[src/rtl/seg7_pkg.sv]
// Shared constants for the seven-segment scan driver: blank code, hex segment
// codes (active-low, bit0 = a .. bit6 = g) and the anode polarity helper.
package seg7_pkg;

  localparam logic [6:0] SEG7_BLANK = 7'h7F;

  localparam logic [6:0] SEG7_HEX_0 = 7'h40;
  localparam logic [6:0] SEG7_HEX_1 = 7'h79;
  localparam logic [6:0] SEG7_HEX_2 = 7'h24;
  localparam logic [6:0] SEG7_HEX_3 = 7'h30;
  localparam logic [6:0] SEG7_HEX_4 = 7'h19;
  localparam logic [6:0] SEG7_HEX_5 = 7'h12;
  localparam logic [6:0] SEG7_HEX_6 = 7'h02;
  localparam logic [6:0] SEG7_HEX_7 = 7'h78;
  localparam logic [6:0] SEG7_HEX_8 = 7'h00;
  localparam logic [6:0] SEG7_HEX_9 = 7'h10;
  localparam logic [6:0] SEG7_HEX_A = 7'h08;
  localparam logic [6:0] SEG7_HEX_B = 7'h03;
  localparam logic [6:0] SEG7_HEX_C = 7'h46;
  localparam logic [6:0] SEG7_HEX_D = 7'h21;
  localparam logic [6:0] SEG7_HEX_E = 7'h06;
  localparam logic [6:0] SEG7_HEX_F = 7'h0E;

  // Level that turns an anode on for the given polarity.
  function automatic logic an_on_level(input logic active_low);
    return active_low ? 1'b0 : 1'b1;
  endfunction

endpackage

[src/rtl/seg7_hex_rom.sv]
// Combinational hex nibble to active-low seven-segment code.
module seg7_hex_rom
  import seg7_pkg::*;
(
  input  logic [3:0] nibble,
  output logic [6:0] seg
);

  // Hex decode table.
  always_comb begin
    seg = SEG7_BLANK;
    case (nibble)
      4'h0:    seg = SEG7_HEX_0;
      4'h1:    seg = SEG7_HEX_1;
      4'h2:    seg = SEG7_HEX_2;
      4'h3:    seg = SEG7_HEX_3;
      4'h4:    seg = SEG7_HEX_4;
      4'h5:    seg = SEG7_HEX_5;
      4'h6:    seg = SEG7_HEX_6;
      4'h7:    seg = SEG7_HEX_7;
      4'h8:    seg = SEG7_HEX_8;
      4'h9:    seg = SEG7_HEX_9;
      4'hA:    seg = SEG7_HEX_A;
      4'hB:    seg = SEG7_HEX_B;
      4'hC:    seg = SEG7_HEX_C;
      4'hD:    seg = SEG7_HEX_D;
      4'hE:    seg = SEG7_HEX_E;
      4'hF:    seg = SEG7_HEX_F;
      default: seg = SEG7_BLANK;
    endcase
  end

endmodule

[src/rtl/seg7_scan_driver.sv]
// Time-multiplexed seven-segment driver with tear-free frame updates, guard
// interval and leading-zero blanking. Define SEG7_SCAN_BLINK_EN for per-digit blink.
module seg7_scan_driver
  import seg7_pkg::*;
#(
  parameter int NUM_DIGITS    = 4,
  parameter int SCAN_DIV      = 50000,
  parameter int GUARD         = 2,
  parameter int AN_ACTIVE_LOW = 1
`ifdef SEG7_SCAN_BLINK_EN
  , parameter int BLINK_FRAMES = 64
`endif
) (
  input  logic                    i_clk,
  input  logic                    i_rst,
  input  logic                    i_load,
  input  logic [4*NUM_DIGITS-1:0] i_value,
  input  logic [NUM_DIGITS-1:0]   i_dp,
  input  logic                    i_blank_lz,
`ifdef SEG7_SCAN_BLINK_EN
  input  logic [NUM_DIGITS-1:0]   i_blink,
`endif
  output logic [6:0]              o_seg7,
  output logic                    o_dp,
  output logic [NUM_DIGITS-1:0]   o_an,
  output logic                    o_frame
);

  localparam int CW = (SCAN_DIV > 1) ? $clog2(SCAN_DIV) : 1;
  localparam int DW = (NUM_DIGITS > 1) ? $clog2(NUM_DIGITS) : 1;
  localparam logic [CW-1:0] CNT_LAST = CW'(SCAN_DIV - 1);
  localparam logic [DW-1:0] DIG_LAST = DW'(NUM_DIGITS - 1);
  localparam logic [CW:0]   GUARD_W  = (CW + 1)'(GUARD);
  localparam logic          AN_ON    = an_on_level(AN_ACTIVE_LOW != 0);
  localparam logic [NUM_DIGITS-1:0] AN_ALL_OFF = {NUM_DIGITS{~AN_ON}};

  logic [CW-1:0]           cnt_r;
  logic [DW-1:0]           dig_r;
  logic [4*NUM_DIGITS-1:0] shadow_val_r, active_val_r;
  logic [NUM_DIGITS-1:0]   shadow_dp_r, active_dp_r;
  logic                    pending_r;
  logic [6:0]              seg_r;
  logic                    dp_r;
  logic [NUM_DIGITS-1:0]   an_r;
  logic                    frame_r;

  logic                    boundary_s, in_guard_s, blink_hide_s;
  logic [NUM_DIGITS-1:0]   sel_s, an_sel_s, lz_mask_s;
  logic [3:0]              nibble_s;
  logic                    dp_bit_s, lz_sel_s, zero_above_s;
  logic [6:0]              rom_seg_s, seg_next_s;
  logic                    dp_next_s;
  logic [NUM_DIGITS-1:0]   an_next_s;

  assign boundary_s = (cnt_r == CNT_LAST) && (dig_r == DIG_LAST);
  assign in_guard_s = ({1'b0, cnt_r} < GUARD_W);

  // Dwell prescaler and digit index.
  always_ff @(posedge i_clk) begin
    if (i_rst) begin
      cnt_r <= '0;
      dig_r <= '0;
    end else if (cnt_r == CNT_LAST) begin
      cnt_r <= '0;
      dig_r <= (dig_r == DIG_LAST) ? '0 : dig_r + 1'b1;
    end else begin
      cnt_r <= cnt_r + 1'b1;
    end
  end

  // Shadow capture and frame-boundary commit; a load on the boundary bypasses the shadow.
  always_ff @(posedge i_clk) begin
    if (i_rst) begin
      shadow_val_r <= '0;
      shadow_dp_r  <= '0;
      active_val_r <= '0;
      active_dp_r  <= '0;
      pending_r    <= 1'b0;
    end else begin
      if (i_load) begin
        shadow_val_r <= i_value;
        shadow_dp_r  <= i_dp;
      end
      if (boundary_s) begin
        pending_r <= 1'b0;
        if (i_load) begin
          active_val_r <= i_value;
          active_dp_r  <= i_dp;
        end else if (pending_r) begin
          active_val_r <= shadow_val_r;
          active_dp_r  <= shadow_dp_r;
        end
      end else if (i_load) begin
        pending_r <= 1'b1;
      end
    end
  end

  // Digit select and anode pattern for the current slot.
  always_comb begin
    sel_s    = '0;
    an_sel_s = AN_ALL_OFF;
    for (int k = 0; k < NUM_DIGITS; k++) begin
      sel_s[k]    = (dig_r == DW'(k));
      an_sel_s[k] = sel_s[k] ? AN_ON : ~AN_ON;
    end
  end

  // A digit is a leading zero when it and every more significant nibble are zero.
  always_comb begin
    lz_mask_s    = '0;
    zero_above_s = 1'b1;
    for (int k = NUM_DIGITS - 1; k >= 0; k--) begin
      zero_above_s = zero_above_s & (active_val_r[4*k +: 4] == 4'h0);
      lz_mask_s[k] = zero_above_s & (k != 0);
    end
  end

  // AND-OR mux of the selected digit's nibble, dp and blank flag.
  always_comb begin
    nibble_s = 4'h0;
    dp_bit_s = 1'b0;
    lz_sel_s = 1'b0;
    for (int k = 0; k < NUM_DIGITS; k++) begin
      nibble_s = nibble_s | (active_val_r[4*k +: 4] & {4{sel_s[k]}});
      dp_bit_s = dp_bit_s | (active_dp_r[k] & sel_s[k]);
      lz_sel_s = lz_sel_s | (lz_mask_s[k] & sel_s[k]);
    end
  end

  seg7_hex_rom u_hex_rom (
    .nibble (nibble_s),
    .seg    (rom_seg_s)
  );

`ifdef SEG7_SCAN_BLINK_EN
  localparam int FW = (BLINK_FRAMES > 1) ? $clog2(BLINK_FRAMES) : 1;
  logic [FW-1:0] frame_cnt_r;
  logic          blink_phase_r;

  // Blink phase toggles once every BLINK_FRAMES frames.
  always_ff @(posedge i_clk) begin
    if (i_rst) begin
      frame_cnt_r   <= '0;
      blink_phase_r <= 1'b0;
    end else if (boundary_s) begin
      if (frame_cnt_r == FW'(BLINK_FRAMES - 1)) begin
        frame_cnt_r   <= '0;
        blink_phase_r <= ~blink_phase_r;
      end else begin
        frame_cnt_r <= frame_cnt_r + 1'b1;
      end
    end
  end

  assign blink_hide_s = blink_phase_r & (|(i_blink & sel_s));
`else
  assign blink_hide_s = 1'b0;
`endif

  // Next output values: guard slot first, then blink, blanking, normal decode.
  always_comb begin
    seg_next_s = SEG7_BLANK;
    dp_next_s  = 1'b1;
    an_next_s  = AN_ALL_OFF;
    if (in_guard_s) begin
      seg_next_s = SEG7_BLANK;
      dp_next_s  = 1'b1;
      an_next_s  = AN_ALL_OFF;
    end else begin
      an_next_s = an_sel_s;
      if (blink_hide_s) begin
        seg_next_s = SEG7_BLANK;
        dp_next_s  = 1'b1;
      end else if (i_blank_lz && lz_sel_s) begin
        seg_next_s = SEG7_BLANK;
        dp_next_s  = ~dp_bit_s;
      end else begin
        seg_next_s = rom_seg_s;
        dp_next_s  = ~dp_bit_s;
      end
    end
  end

  // Registered pin drivers.
  always_ff @(posedge i_clk) begin
    if (i_rst) begin
      seg_r   <= SEG7_BLANK;
      dp_r    <= 1'b1;
      an_r    <= AN_ALL_OFF;
      frame_r <= 1'b0;
    end else begin
      seg_r   <= seg_next_s;
      dp_r    <= dp_next_s;
      an_r    <= an_next_s;
      frame_r <= boundary_s;
    end
  end

  assign o_seg7  = seg_r;
  assign o_dp    = dp_r;
  assign o_an    = an_r;
  assign o_frame = frame_r;

endmodule

[config.mk]
export PLATFORM = sky130hd
export DESIGN_NAME = seg7_scan_driver
export DESIGN_NICKNAME = d
export VERILOG_FILES = /design/src/rtl/seg7_pkg.sv /design/src/rtl/seg7_hex_rom.sv /design/src/rtl/seg7_scan_driver.sv
export SDC_FILE = /design/constraint.sdc
export NUM_CORES = 1
export LEC_CHECK = 0
export BUFFER_PORTS_ARGS = -buffer_cell sky130_fd_sc_hd__buf_2
export CAP_MARGIN = 10
export CORE_MARGIN = 3
export CORE_UTILIZATION = 60
export CTS_CLUSTER_SIZE = 20
export DETAILED_ROUTE_END_ITERATION = 10
export PLACE_DENSITY = 0.86
export SKIP_CTS_REPAIR_TIMING = 1
export SKIP_LAST_GASP = 1
export SYNTH_ARGS = -nofsm -noshare
export SYNTH_HDL_FRONTEND = slang
export SYNTH_HIERARCHICAL = 1
export SYNTH_SLANG_ARGS = --single-unit
[constraint.sdc]
create_clock -name i_clk -period 4.9 [get_ports i_clk]
set_clock_uncertainty 0.05 [all_clocks]
set_input_delay 0.98 -clock i_clk [delete_from_list [all_inputs] [get_ports i_clk]]
set_output_delay 0.98 -clock i_clk [all_outputs]
set_load 0.02 [all_outputs]
==> impl_metrics.py, run 1 <==
metrics = {
    "global_route": {
        "maximum_number_of_pins_on_one_net_before_global_route_repair": 48,
        "number_of_global_route_vias_before_repair": 2250,
        "antenna_violations_before_repair": 0,
        "global_route.overflow_total": 0,
        "grt_use_total_pct": 21.68,
        "wire_length_of_the_first_global_routing_pass_um": 10760,
    },
    "synthesis": {
        "synth_top_cell_area_share_pct": 45.04,
        "postSynthAreaPerCell_um2": 10.19,
        "synth_area_leader_cell": "sky130_fd_sc_hd__dfxtp_1",
        "synth_sequential_area_ratio_pct": 45.04,
        "synthTopCellsByArea": "sky130_fd_sc_hd__dfxtp_1 (45%), sky130_fd_sc_hd__mux2_4 (9.4%), sky130_fd_sc_hd__mux2i_1 (8.1%)",
        "ys_ff_latch": 72,
        "synthesis.instances": 314,
        "netlist-cell-type-count": 35,
        "syn-num-nets": 350,
        "syn_area_mm2": 0.003201,
        "yosysWarnings": 6,
    },
    "power_and_ir_drop": {
        "vdd_drop_max_v": 0.0002316,
        "seqPwrFrac_pct": 56.7,
        "power-per-cell-area_mw_per_mm2": 301.5,
        "p_leak_uw": 0.001511,
        "total_switching_power_uw": 248.8,
        "netSwitchingFraction_pct": 23.15,
        "pwr-share-comb_pct": 6.1,
        "total_power_uw": 1075,
        "clockPowerShare_pct": 37.2,
        "p_int_uw": 826.0,
    },
    "detailed_routing": {
        "dr.pass1.iters": 4,
        "routed_wl_met2_um": 2921,
        "detail_route.iter0.violations": 169,
        "route.met3.wl_um": 332,
        "ant_nets": 0,
        "postRouteWirelength_um": 6303,
        "uppermost_routed_layer": "met4",
        "via_per_inst": 5.550,
        "post_drt_wl_per_cell_um": 15.01,
        "drc": 0,
        "wirelength_met1_um": 2980,
        "dr_total_vias": 2331,
    },
    "floorplanning": {
        "fp-row-count": 25,
        "initial_core_util_pct": 64.76,
        "core-area_mm2": 0.004942,
        "pin_count": 37,
        "die_area_mm2": 0.006247,
        "die_height_um": 79.04,
        "dieWidth_um": 79.04,
    },
    "cts": {
        "clock_path_buffers": 2,
        "clkTransAtPathRegs_ns": 0.07,
        "clock_sinks": 72,
        "tritoncts_clock_tree": "done",
        "clk_root_buffer_cell": "sky130_fd_sc_hd__clkbuf_8",
        "total_cts_buffers": 9,
        "h-tree-depth": 3,
        "worstSkewPairLatency_ns": 0.33,
    },
    "min_path": {
        "hold-path-endpoint": "dig_r[0]$_SDFFE_PP0N_",
        "timing.hold.worst_path_depth": 2,
        "timing.hold.worst.start": "dig_r[0]$_SDFFE_PP0N_",
        "hp-class": "flip-flop to flip-flop",
    },
    "flow_run": {
        "maxcap_violations": 0,
    },
    "setup_path": {
        "critPathArrivalTime_ns": 2.70,
        "required_time_worst_endpoint_ns": 5.07,
        "timing.setup.critical_path_class": "flip-flop to flip-flop",
        "rr_endpoint": "o_seg7[3]$_SDFF_PP1_",
        "reg2regPathDepth": 8,
        "critical_path.max_fanout": 9,
        "timing.critical_path.to_type": "flip-flop",
        "worst_r2r_startpoint": "dig_r[0]$_SDFFE_PP0N_",
        "setup.worst_path.start_class": "flip-flop",
        "worst-r2r-setup-slack_ns": 2.37,
    },
    "outcome": {
        "status": "complete, no violations",
    },
    "placed_design": {
        "dp.final_hpwl_um": 4420,
        "gp_routability_congestion": 0.8808,
        "numPortBuffers": 36,
    },
    "sta": {
        "report.final.slew_viol_count": 0,
        "rsz_0062_raised_after_global_routing": "no",
        "finalHoldViolCount": 0,
        "timing.final.crit_share_pct": 51.70,
        "final_period_minus_worst_setup_slack_ns": 2.533,
        "worst_pin_slew_ns": 0.7932,
        "setup_violations": 0,
        "finalHoldWorstSlack_ns": 0.4655,
        "finalSetupTns_ns": 0,
        "maxClockFrequency_ghz": 0.3947,
        "timing.max_slew.rel_slack_pct": 47.12,
    },
    "cells_and_area": {
        "post-route-util_pct": 72.13,
        "area_growth_syn_to_layout_pct": 11.38,
        "antenna_cells_inserted": 0,
        "layout.cells.most_common_list": "sky130_fd_sc_hd__dfxtp_1 (72), sky130_fd_sc_hd__nor2_1 (42), sky130_fd_sc_hd__buf_2 (36)",
        "nets": 384,
        "fillcell_total": 386,
        "mostFrequentLayoutCell": "sky130_fd_sc_hd__dfxtp_1",
        "proportion_of_layout_cells_with_a_drive_suffix_above_1_pct": 23.23,
    },
}
power by group through the flow:
stage | Clock, uW | Combinational, uW | Sequential (uW)
after floorplan | 0 | 36.1 | 628
after global placement | 0 | 62.8 | 622
after detailed placement | 0 | 65.3 | 623
after CTS | 407 | 66.1 | 609
after global routing | 436 | 72.0 | 611
final | 400 | 65.2 | 610
cell usage after synthesis:
| cell | n |
|---|---|
| sky130_fd_sc_hd__or3_1 | 3 |
| sky130_fd_sc_hd__mux4_2 | 1 |
| sky130_fd_sc_hd__inv_2 | 1 |
| sky130_fd_sc_hd__buf_2 | 1 |
| sky130_fd_sc_hd__xor2_1 | 4 |
| sky130_fd_sc_hd__or3_4 | 1 |
| sky130_fd_sc_hd__a22oi_1 | 10 |
| sky130_fd_sc_hd__nor4_4 | 1 |
| sky130_fd_sc_hd__buf_6 | 2 |
| sky130_fd_sc_hd__nor3_1 | 6 |
| sky130_fd_sc_hd__clkbuf_1 | 6 |
| sky130_fd_sc_hd__nand3_1 | 8 |
| sky130_fd_sc_hd__nand4_2 | 1 |
| sky130_fd_sc_hd__nand4_1 | 5 |
| sky130_fd_sc_hd__nor2_1 | 42 |
| sky130_fd_sc_hd__mux2_4 | 20 |
| sky130_fd_sc_hd__o211ai_1 | 2 |
| sky130_fd_sc_hd__xnor2_1 | 10 |
| sky130_fd_sc_hd__o21ai_0 | 5 |
| sky130_fd_sc_hd__a41oi_1 | 1 |
| sky130_fd_sc_hd__nand2b_1 | 2 |
| sky130_fd_sc_hd__a21oi_1 | 2 |
| sky130_fd_sc_hd__ha_1 | 12 |
| sky130_fd_sc_hd__mux2i_1 | 26 |
| sky130_fd_sc_hd__nand2_1 | 17 |
| sky130_fd_sc_hd__buf_1 | 3 |
| sky130_fd_sc_hd__or2_2 | 7 |
| sky130_fd_sc_hd__inv_1 | 8 |
| sky130_fd_sc_hd__nor2b_1 | 20 |
| sky130_fd_sc_hd__nor3_2 | 1 |
| sky130_fd_sc_hd__clkbuf_2 | 1 |
| sky130_fd_sc_hd__and4_1 | 3 |
| sky130_fd_sc_hd__o2bb2ai_1 | 1 |
| sky130_fd_sc_hd__dfxtp_1 | 72 |
| sky130_fd_sc_hd__nor4_1 | 9 |
state kept, by name, indices dropped and copies added (netlist names):
signal        flops
shadow_val_r     16
o_frame           1
o_seg7            7
active_dp_r       4
shadow_dp_r       4
pending_r         1
dig_r             2
o_dp              1
o_an              4
cnt_r            16
active_val_r     16
per-layer routing:
metal | vias to the layer above | track usage, %
met4 | 0 | 7.388
met1 | 1112 | 29.84
met3 | 9 | 4.989
met5 | - | 0
met2 | 58 | 33.50
li1 | 1152 | -
cell families (layout without fill, tap and decap cells):
family | after synthesis | count (layout) | synth area share [%]
compound gates | 21 | 21 | 4.456
xor+xnor | 14 | 14 | 3.831
fa+ha+maj | 12 | 12 | 4.691
buf+inv | 22 | 61 | 3.127
flops | 72 | 72 | 45.04
mux | 47 | 47 | 18.22
simple gates | 126 | 126 | 20.64
critical path, cell delays in order, from the launching register on:
cell	delay [ns]
sky130_fd_sc_hd__dfxtp_1	0.41
sky130_fd_sc_hd__ha_1	0.39
sky130_fd_sc_hd__a22oi_1	0.15
sky130_fd_sc_hd__nand2_1	0.21
sky130_fd_sc_hd__inv_1	0.14
sky130_fd_sc_hd__ha_1	0.32
sky130_fd_sc_hd__inv_1	0.04
sky130_fd_sc_hd__mux4_2	0.43
sky130_fd_sc_hd__or2_2	0.29
through the flow:
step,worst slack [ns],area (um2),instances
CTS,2.395,3565,420
global placement,2.253,3398,404
finish,2.367,3565,420
global route,2.209,3565,420
detailed placement,2.212,3398,404
floorplan,2.582,3201,314
worst max-delay path by stage:
stage	to	slack, ns	cells after the start	start
after floorplan	o_seg7[3]$_SDFF_PP1_	2.58	9	dig_r[0]$_SDFFE_PP0N_
after global placement	active_val_r[9]$_SDFFE_PP0P_	2.25	4	i_load
after detailed placement	active_dp_r[0]$_SDFFE_PP0P_	2.21	4	i_load
after CTS	o_seg7[3]$_SDFF_PP1_	2.39	8	dig_r[0]$_SDFFE_PP0N_
after global routing	o_seg7[3]$_SDFF_PP1_	2.21	9	dig_r[0]$_SDFFE_PP0N_
final	o_seg7[3]$_SDFF_PP1_	2.37	8	dig_r[0]$_SDFFE_PP0N_
final cells by class:
cell class,count,area [um2],area share [%]
clock buffers,13,148.9,4.177
flip-flops and latches,72,1441,40.44
inverters,9,33.78,0.9477
repair buffers,36,180.2,5.054
clock inverters,3,17.52,0.4914
multi-input cells,220,1659,46.54
well taps,67,83.83,2.352
(Power assumes the default switching activity.)
==> run 2, diff against run 1 <==
Settings changed: CORE_UTILIZATION 60 to 52, PLACE_DENSITY 0.86 to 0.79.
Clock period 4.9 ns to 2.3 ns, I/O delays scaled along.
==> run 2 against run 1 <==
Compared with the run above: cell count grew 5.0%; combinational power grew 130%; highest routed layer unchanged; sequential power grew 110%; routed wire length is essentially flat; die area grew 14%; first-iteration DRC count shrank 12%; critical path depth grew 1; final area grew 5.7%; power grew 130%.
==> impl_metrics.py, run 2 (synthesized netlist as in run 1, its figures left out) <==
metrics = {
    "setup_path": {
        "timing.critical_path.to_type": "flip-flop",
        "worst_setup_path_startpoint": "dig_r[0]$_SDFFE_PP0N_",
        "rr_endpoint": "o_seg7[3]$_SDFF_PP1_",
        "cp-endpoint": "o_seg7[3]$_SDFF_PP1_",
        "reg2regPathDepth": 9,
        "setup.worst_path.start_class": "flip-flop",
        "required_time_worst_endpoint_ns": 2.48,
        "critical_path.max_fanout": 6,
        "critPathArrivalTime_ns": 2.39,
        "worst_r2r_startpoint": "dig_r[0]$_SDFFE_PP0N_",
        "timing.setup.critical_path_class": "flip-flop to flip-flop",
        "worst-r2r-setup-slack_ns": 0.08,
    },
    "cts": {
        "total_cts_buffers": 9,
        "clock_sinks": 72,
        "tritoncts_clock_tree": "done",
        "h-tree-depth": 3,
        "clock_path_buffers": 2,
        "worstSkewPairLatency_ns": 0.33,
        "clkTransAtPathRegs_ns": 0.07,
        "clk_root_buffer_cell": "sky130_fd_sc_hd__clkbuf_8",
    },
    "global_route": {
        "globalRouteMet1Util_pct": 25.93,
        "wire_length_of_the_first_global_routing_pass_um": 10700,
        "met2_usage_pct": 26.61,
        "global_route.overflow_total": 0,
        "antenna_violations_before_repair": 0,
        "grt_most_used_layer": "met2",
        "grt_use_total_pct": 18.55,
        "number_of_global_route_vias_before_repair": 2290,
        "globalRouteMet3Util_pct": 4.318,
        "maximum_number_of_pins_on_one_net_before_global_route_repair": 32,
    },
    "floorplanning": {
        "initial_core_util_pct": 55.73,
        "pin_count": 37,
        "fp-row-count": 27,
        "die_height_um": 84.46,
        "dieWidth_um": 84.46,
        "core-area_mm2": 0.005743,
        "die_area_mm2": 0.007133,
    },
    "sta": {
        "final_setup_slack_of_the_worst_path_ns": 0.08340,
        "rsz_0062_raised_after_global_routing": "no",
        "finalHoldWorstSlack_ns": 0.3571,
        "timing.final.crit_share_pct": 96.37,
        "final_period_minus_worst_setup_slack_ns": 2.217,
        "finalHoldViolCount": 0,
        "maxClockFrequency_ghz": 0.4511,
        "worst_pin_slew_ns": 0.5662,
        "timing.max_slew.rel_slack_pct": 62.26,
        "report.final.slew_viol_count": 0,
        "setup_violations": 0,
    },
    "power_and_ir_drop": {
        "p_int_uw": 1930,
        "clockPowerShare_pct": 41.2,
        "netSwitchingFraction_pct": 21.35,
        "p_leak_uw": 0.001614,
        "pwr-share-comb_pct": 6.0,
        "total_switching_power_uw": 523.8,
        "power-per-cell-area_mw_per_mm2": 651.6,
        "seqPwrFrac_pct": 52.8,
        "vdd_drop_max_v": 0.0005014,
    },
    "cells_and_area": {
        "layout.cells.most_common_list": "sky130_fd_sc_hd__dfxtp_1 (70), sky130_fd_sc_hd__nor2_1 (42), sky130_fd_sc_hd__buf_2 (36)",
        "reg_top3": "active_val_r (16), cnt_r (16), shadow_val_r (16)",
        "fin_cells": 441,
        "nets": 401,
        "proportion_of_layout_cells_with_a_drive_suffix_above_1_pct": 30.08,
        "area_growth_syn_to_layout_pct": 17.67,
        "mostFrequentLayoutCell": "sky130_fd_sc_hd__dfxtp_1",
        "antenna_cells_inserted": 0,
        "final_design_area_no_fill_mm2": 0.003766,
    },
    "detailed_routing": {
        "dr.pass1.iters": 4,
        "ant_nets": 0,
        "via_per_inst": 5.268,
        "drc": 0,
        "detail_route.iter0.violations": 149,
        "post_drt_wl_per_cell_um": 14.28,
        "dr_total_vias": 2323,
        "postRouteWirelength_um": 6298,
    },
    "placed_design": {
        "numPortBuffers": 36,
        "preCtsSetupSlack_ns": 0.01380,
        "dp.final_hpwl_um": 4453,
        "gp_routability_congestion": 0.8502,
        "place_inst": 424,
        "placed_cell_area_mm2": 0.003517,
    },
    "flow_run": {
        "maxcap_violations": 0,
    },
    "outcome": {
        "status": "complete, no violations",
    },
    "min_path": {
        "hp-class": "primary input to flip-flop",
    },
}
==> run 2: cell types whose count changed in the layout (fill, tap and decap cells not counted), sizes merged <==
cell	before	now
buf	36	53
bufinv	0	1
clkinv	2	0
==> run 2: worst min path at each step <==
stage                   startpoint                      endpoint  slack (ns)  cells after the start
6_report                i_value[7]  shadow_val_r[7]$_SDFFE_PP0P_        0.36                      3
5_1_grt                    i_dp[3]   shadow_dp_r[3]$_SDFFE_PP0P_        0.37                      3
4_1_cts                 i_value[7]  shadow_val_r[7]$_SDFFE_PP0P_        0.35                      3
3_5_place_dp   cnt_r[0]$_SDFF_PP0_           cnt_r[0]$_SDFF_PP0_        0.43                      1
3_3_place_gp   cnt_r[0]$_SDFF_PP0_           cnt_r[0]$_SDFF_PP0_        0.41                      1
2_1_floorplan  cnt_r[0]$_SDFF_PP0_           cnt_r[0]$_SDFF_PP0_        0.39                      1
==> run 2: power by group through the flow <==
| stage | registers (uW) | logic [uW] | clock network [uW] |
|---|---|---|---|
| final | 1300 | 147 | 1010 |
| after CTS | 1300 | 147 | 1040 |
| after global routing | 1300 | 162 | 1080 |
| after detailed placement | 1330 | 147 | 0 |
| after global placement | 1320 | 142 | 0 |
| after floorplan | 1340 | 76.9 | 0 |
==> run 2: layout make-up <==
cell class / count / area (um2)
clock inverter: 2 / 37.54
tap: 72 / 90.09
timing repair buffer: 53 / 307.8
fill: 456 / 1977
sequential: 72 / 1444
inverter: 9 / 33.78
clock buffer: 13 / 168.9
multi-input combinational: 220 / 1684
==> run 2: per-layer routing <==
layer | vias up | routed length (um) | share of wire, %
met3 | 16 | 344 | 5.5
met5 | - | 0 | 0
met4 | 0 | 170 | 2.7
met2 | 67 | 2724 | 43
met1 | 1052 | 3058 | 49
li1 | 1188 | - | -
==> run 2: worst max-delay path, cell delays in order (launching register included) <==
cell,delay (ns)
sky130_fd_sc_hd__dfxtp_2,0.34
sky130_fd_sc_hd__inv_1,0.08
sky130_fd_sc_hd__ha_2,0.26
sky130_fd_sc_hd__a22oi_1,0.10
sky130_fd_sc_hd__nand2_2,0.12
sky130_fd_sc_hd__inv_2,0.06
sky130_fd_sc_hd__ha_1,0.32
sky130_fd_sc_hd__inv_1,0.04
sky130_fd_sc_hd__mux4_2,0.43
sky130_fd_sc_hd__or2_2,0.30
==> run 2: metrics by stage <==
stage               util, %  total power, uW  setup TNS [ns]
floorplan                 -             1415               0
global placement      61.24             1465               0
detailed placement    61.24             1472               0
CTS                   64.84             2481        -0.03757
global route          65.58             2545               0
finish                65.58             2454               0
==> run 3, diff against run 2 <==
Settings changed: GPL_TIMING_DRIVEN from default to 0.
==> run 3 against run 2 <==
Compared with the run above: sequential power about the same; sequential share of layout area up 0.16 points; cell count down 1.1%; clock-buffer cell count down 1; clock power up 11%; combinational power down 4%.
==> impl_metrics.py, run 3 (synthesized netlist as in run 1, its figures left out) <==
metrics = {
    "cells_and_area": {
        "mostFrequentLayoutCell": "sky130_fd_sc_hd__dfxtp_1",
        "layout.cells.most_common_list": "sky130_fd_sc_hd__dfxtp_1 (70), sky130_fd_sc_hd__nor2_1 (42), sky130_fd_sc_hd__buf_2 (36)",
        "proportion_of_layout_cells_with_a_drive_suffix_above_1_pct": 28.02,
        "fillcell_total": 468,
        "area_growth_syn_to_layout_pct": 17.59,
        "nets": 396,
        "antenna_cells_inserted": 0,
        "area.sequential_mm2": 0.001449,
        "multi_input_comb_area_mm2": 0.001719,
        "reg_top3": "active_val_r (16), cnt_r (16), shadow_val_r (16)",
        "post-route-util_pct": 65.53,
    },
    "placed_design": {
        "preCtsSetupSlack_ns": -0.1836,
        "dp.final_hpwl_um": 4403,
        "gp_routability_congestion": 0.8686,
        "numPortBuffers": 35,
    },
    "setup_path": {
        "slowest_cell_on_the_critical_path": "sky130_fd_sc_hd__mux4_2",
        "cp-endpoint": "o_seg7[3]$_SDFF_PP1_",
        "critPathArrivalTime_ns": 2.44,
        "worst_setup_path_startpoint": "dig_r[0]$_SDFFE_PP0N_",
        "worst_r2r_startpoint": "dig_r[0]$_SDFFE_PP0N_",
        "worst_path_most_repeated_cell": "sky130_fd_sc_hd__ha_1",
        "timing.critical_path.to_type": "flip-flop",
        "timing.setup.critical_path_class": "flip-flop to flip-flop",
        "cp.depth": 9,
        "rr_endpoint": "o_seg7[3]$_SDFF_PP1_",
        "cp_top_family": "simple AND/OR/NAND/NOR gates",
        "required_time_worst_endpoint_ns": 2.49,
        "cpPeakStageDelay_ns": 0.43,
        "critical_path_buf_inv_count": 3,
        "reg2regPathDepth": 9,
        "setup.worst_path.start_class": "flip-flop",
        "critical_path_cell_by_cell": "ha_1 -> buf_6 -> a22oi_2 -> nand2_2 -> inv_2 -> ha_1 -> inv_1 -> mux4_2 -> or2_2",
        "critical_path.max_fanout": 9,
        "worst-r2r-setup-slack_ns": 0.05,
    },
    "sta": {
        "worst_pin_slew_ns": 0.8192,
        "finalHoldViolCount": 0,
        "report.final.slew_viol_count": 0,
        "final_period_minus_worst_setup_slack_ns": 2.247,
        "timing.final.crit_share_pct": 97.71,
        "setup_violations": 0,
        "final_setup_slack_of_the_worst_path_ns": 0.05275,
        "finalHoldWorstSlack_ns": 0.3446,
        "maxClockFrequency_ghz": 0.4450,
        "timing.max_slew.rel_slack_pct": 45.39,
    },
    "detailed_routing": {
        "detail_route.iter0.violations": 99,
        "ant_nets": 0,
        "post_drt_wl_per_cell_um": 14.35,
        "postRouteWirelength_um": 6257,
        "via_per_inst": 5.376,
        "drc": 0,
        "dr.pass1.iters": 4,
        "dr_total_vias": 2344,
    },
    "cts": {
        "worstSkewPairLatency_ns": 0.35,
        "total_cts_buffers": 9,
        "clk_root_buffer_cell": "sky130_fd_sc_hd__clkbuf_8",
        "tritoncts_clock_tree": "done",
        "clkTransAtPathRegs_ns": 0.08,
        "h-tree-depth": 3,
        "clock_path_buffers": 2,
        "clock_sinks": 72,
    },
    "power_and_ir_drop": {
        "netSwitchingFraction_pct": 21.56,
        "pwr-share-comb_pct": 5.5,
        "total_switching_power_uw": 550.8,
        "p_leak_uw": 0.001580,
        "power-per-cell-area_mw_per_mm2": 678.6,
        "clockPowerShare_pct": 43.8,
        "total_power_uw": 2554,
        "p_int_uw": 2003,
        "vdd_drop_max_v": 0.0004749,
        "seqPwrFrac_pct": 50.7,
    },
    "global_route": {
        "number_of_global_route_vias_before_repair": 2316,
        "grt_use_total_pct": 18.40,
        "global_route.overflow_total": 0,
        "wire_length_of_the_first_global_routing_pass_um": 10540,
        "maximum_number_of_pins_on_one_net_before_global_route_repair": 12,
        "antenna_violations_before_repair": 0,
    },
    "flow_run": {
        "maxcap_violations": 0,
    },
    "min_path": {
        "hp-class": "primary input to flip-flop",
    },
    "floorplanning": {
        "dieWidth_um": 84.46,
        "die_area_mm2": 0.007133,
        "core-area_mm2": 0.005743,
        "fp-row-count": 27,
        "initial_core_util_pct": 55.73,
        "die_height_um": 84.46,
        "pin_count": 37,
    },
    "outcome": {
        "status": "complete, no violations",
    },
}
[run 3: power by group through the flow]
stage | clock network, uW | registers (uW) | logic [uW]
floorplan | 0 | 1340 | 76.9
global placement | 0 | 1320 | 138
detailed placement | 0 | 1330 | 142
CTS | 1140 | 1300 | 143
global route | 1180 | 1300 | 156
finish | 1120 | 1300 | 141
[run 3: layout make-up]
cell class                 instances  share of cell area, %
multi-input combinational        220                  45.68
sequential                        72                  38.50
inverter                           9                 0.9641
tap                               72                  2.394
clock inverter                     3                  1.729
timing repair buffer              35                  4.654
clock buffer                      12                  4.122
buffer                            13                  1.961
[run 3: worst min-delay path, delay by kind of cell]
family / cells / cell delay [ns]
simple gates: 1 / 0.11
mux: 1 / 0.06
buf+inv: 1 / 0.07
[run 3: stage by stage]
step	TNS, ns	cell area, um2	instances
after floorplan	0	3202	314
after CTS	-0.2206	3687	436
after global placement	-0.1526	3467	421
after detailed placement	-0.1920	3467	421
after global routing	-0.02512	3764	436
final	0	3764	436
[run 3: worst min-delay path by stage]
stage,from,slack [ns],end,cells past startpoint
after floorplan,cnt_r[0]$_SDFF_PP0_,0.39,cnt_r[0]$_SDFF_PP0_,1
after global placement,cnt_r[0]$_SDFF_PP0_,0.40,cnt_r[0]$_SDFF_PP0_,1
after detailed placement,cnt_r[0]$_SDFF_PP0_,0.41,cnt_r[0]$_SDFF_PP0_,1
after CTS,i_value[3],0.34,shadow_val_r[3]$_SDFFE_PP0P_,3
after global routing,i_value[10],0.36,shadow_val_r[10]$_SDFFE_PP0P_,3
final,i_value[3],0.34,shadow_val_r[3]$_SDFFE_PP0P_,3
[run 3: per-layer routing]
| layer | vias to the layer above | track usage (%) | share of wire (%) |
|---|---|---|---|
| li1 | 1175 | - | - |
| met1 | 1087 | 23.44 | 47 |
| met2 | 66 | 28.98 | 45 |
| met3 | 16 | 6.281 | 5.7 |
| met5 | - | 0 | 0 |
| met4 | 0 | 6.763 | 1.8 |
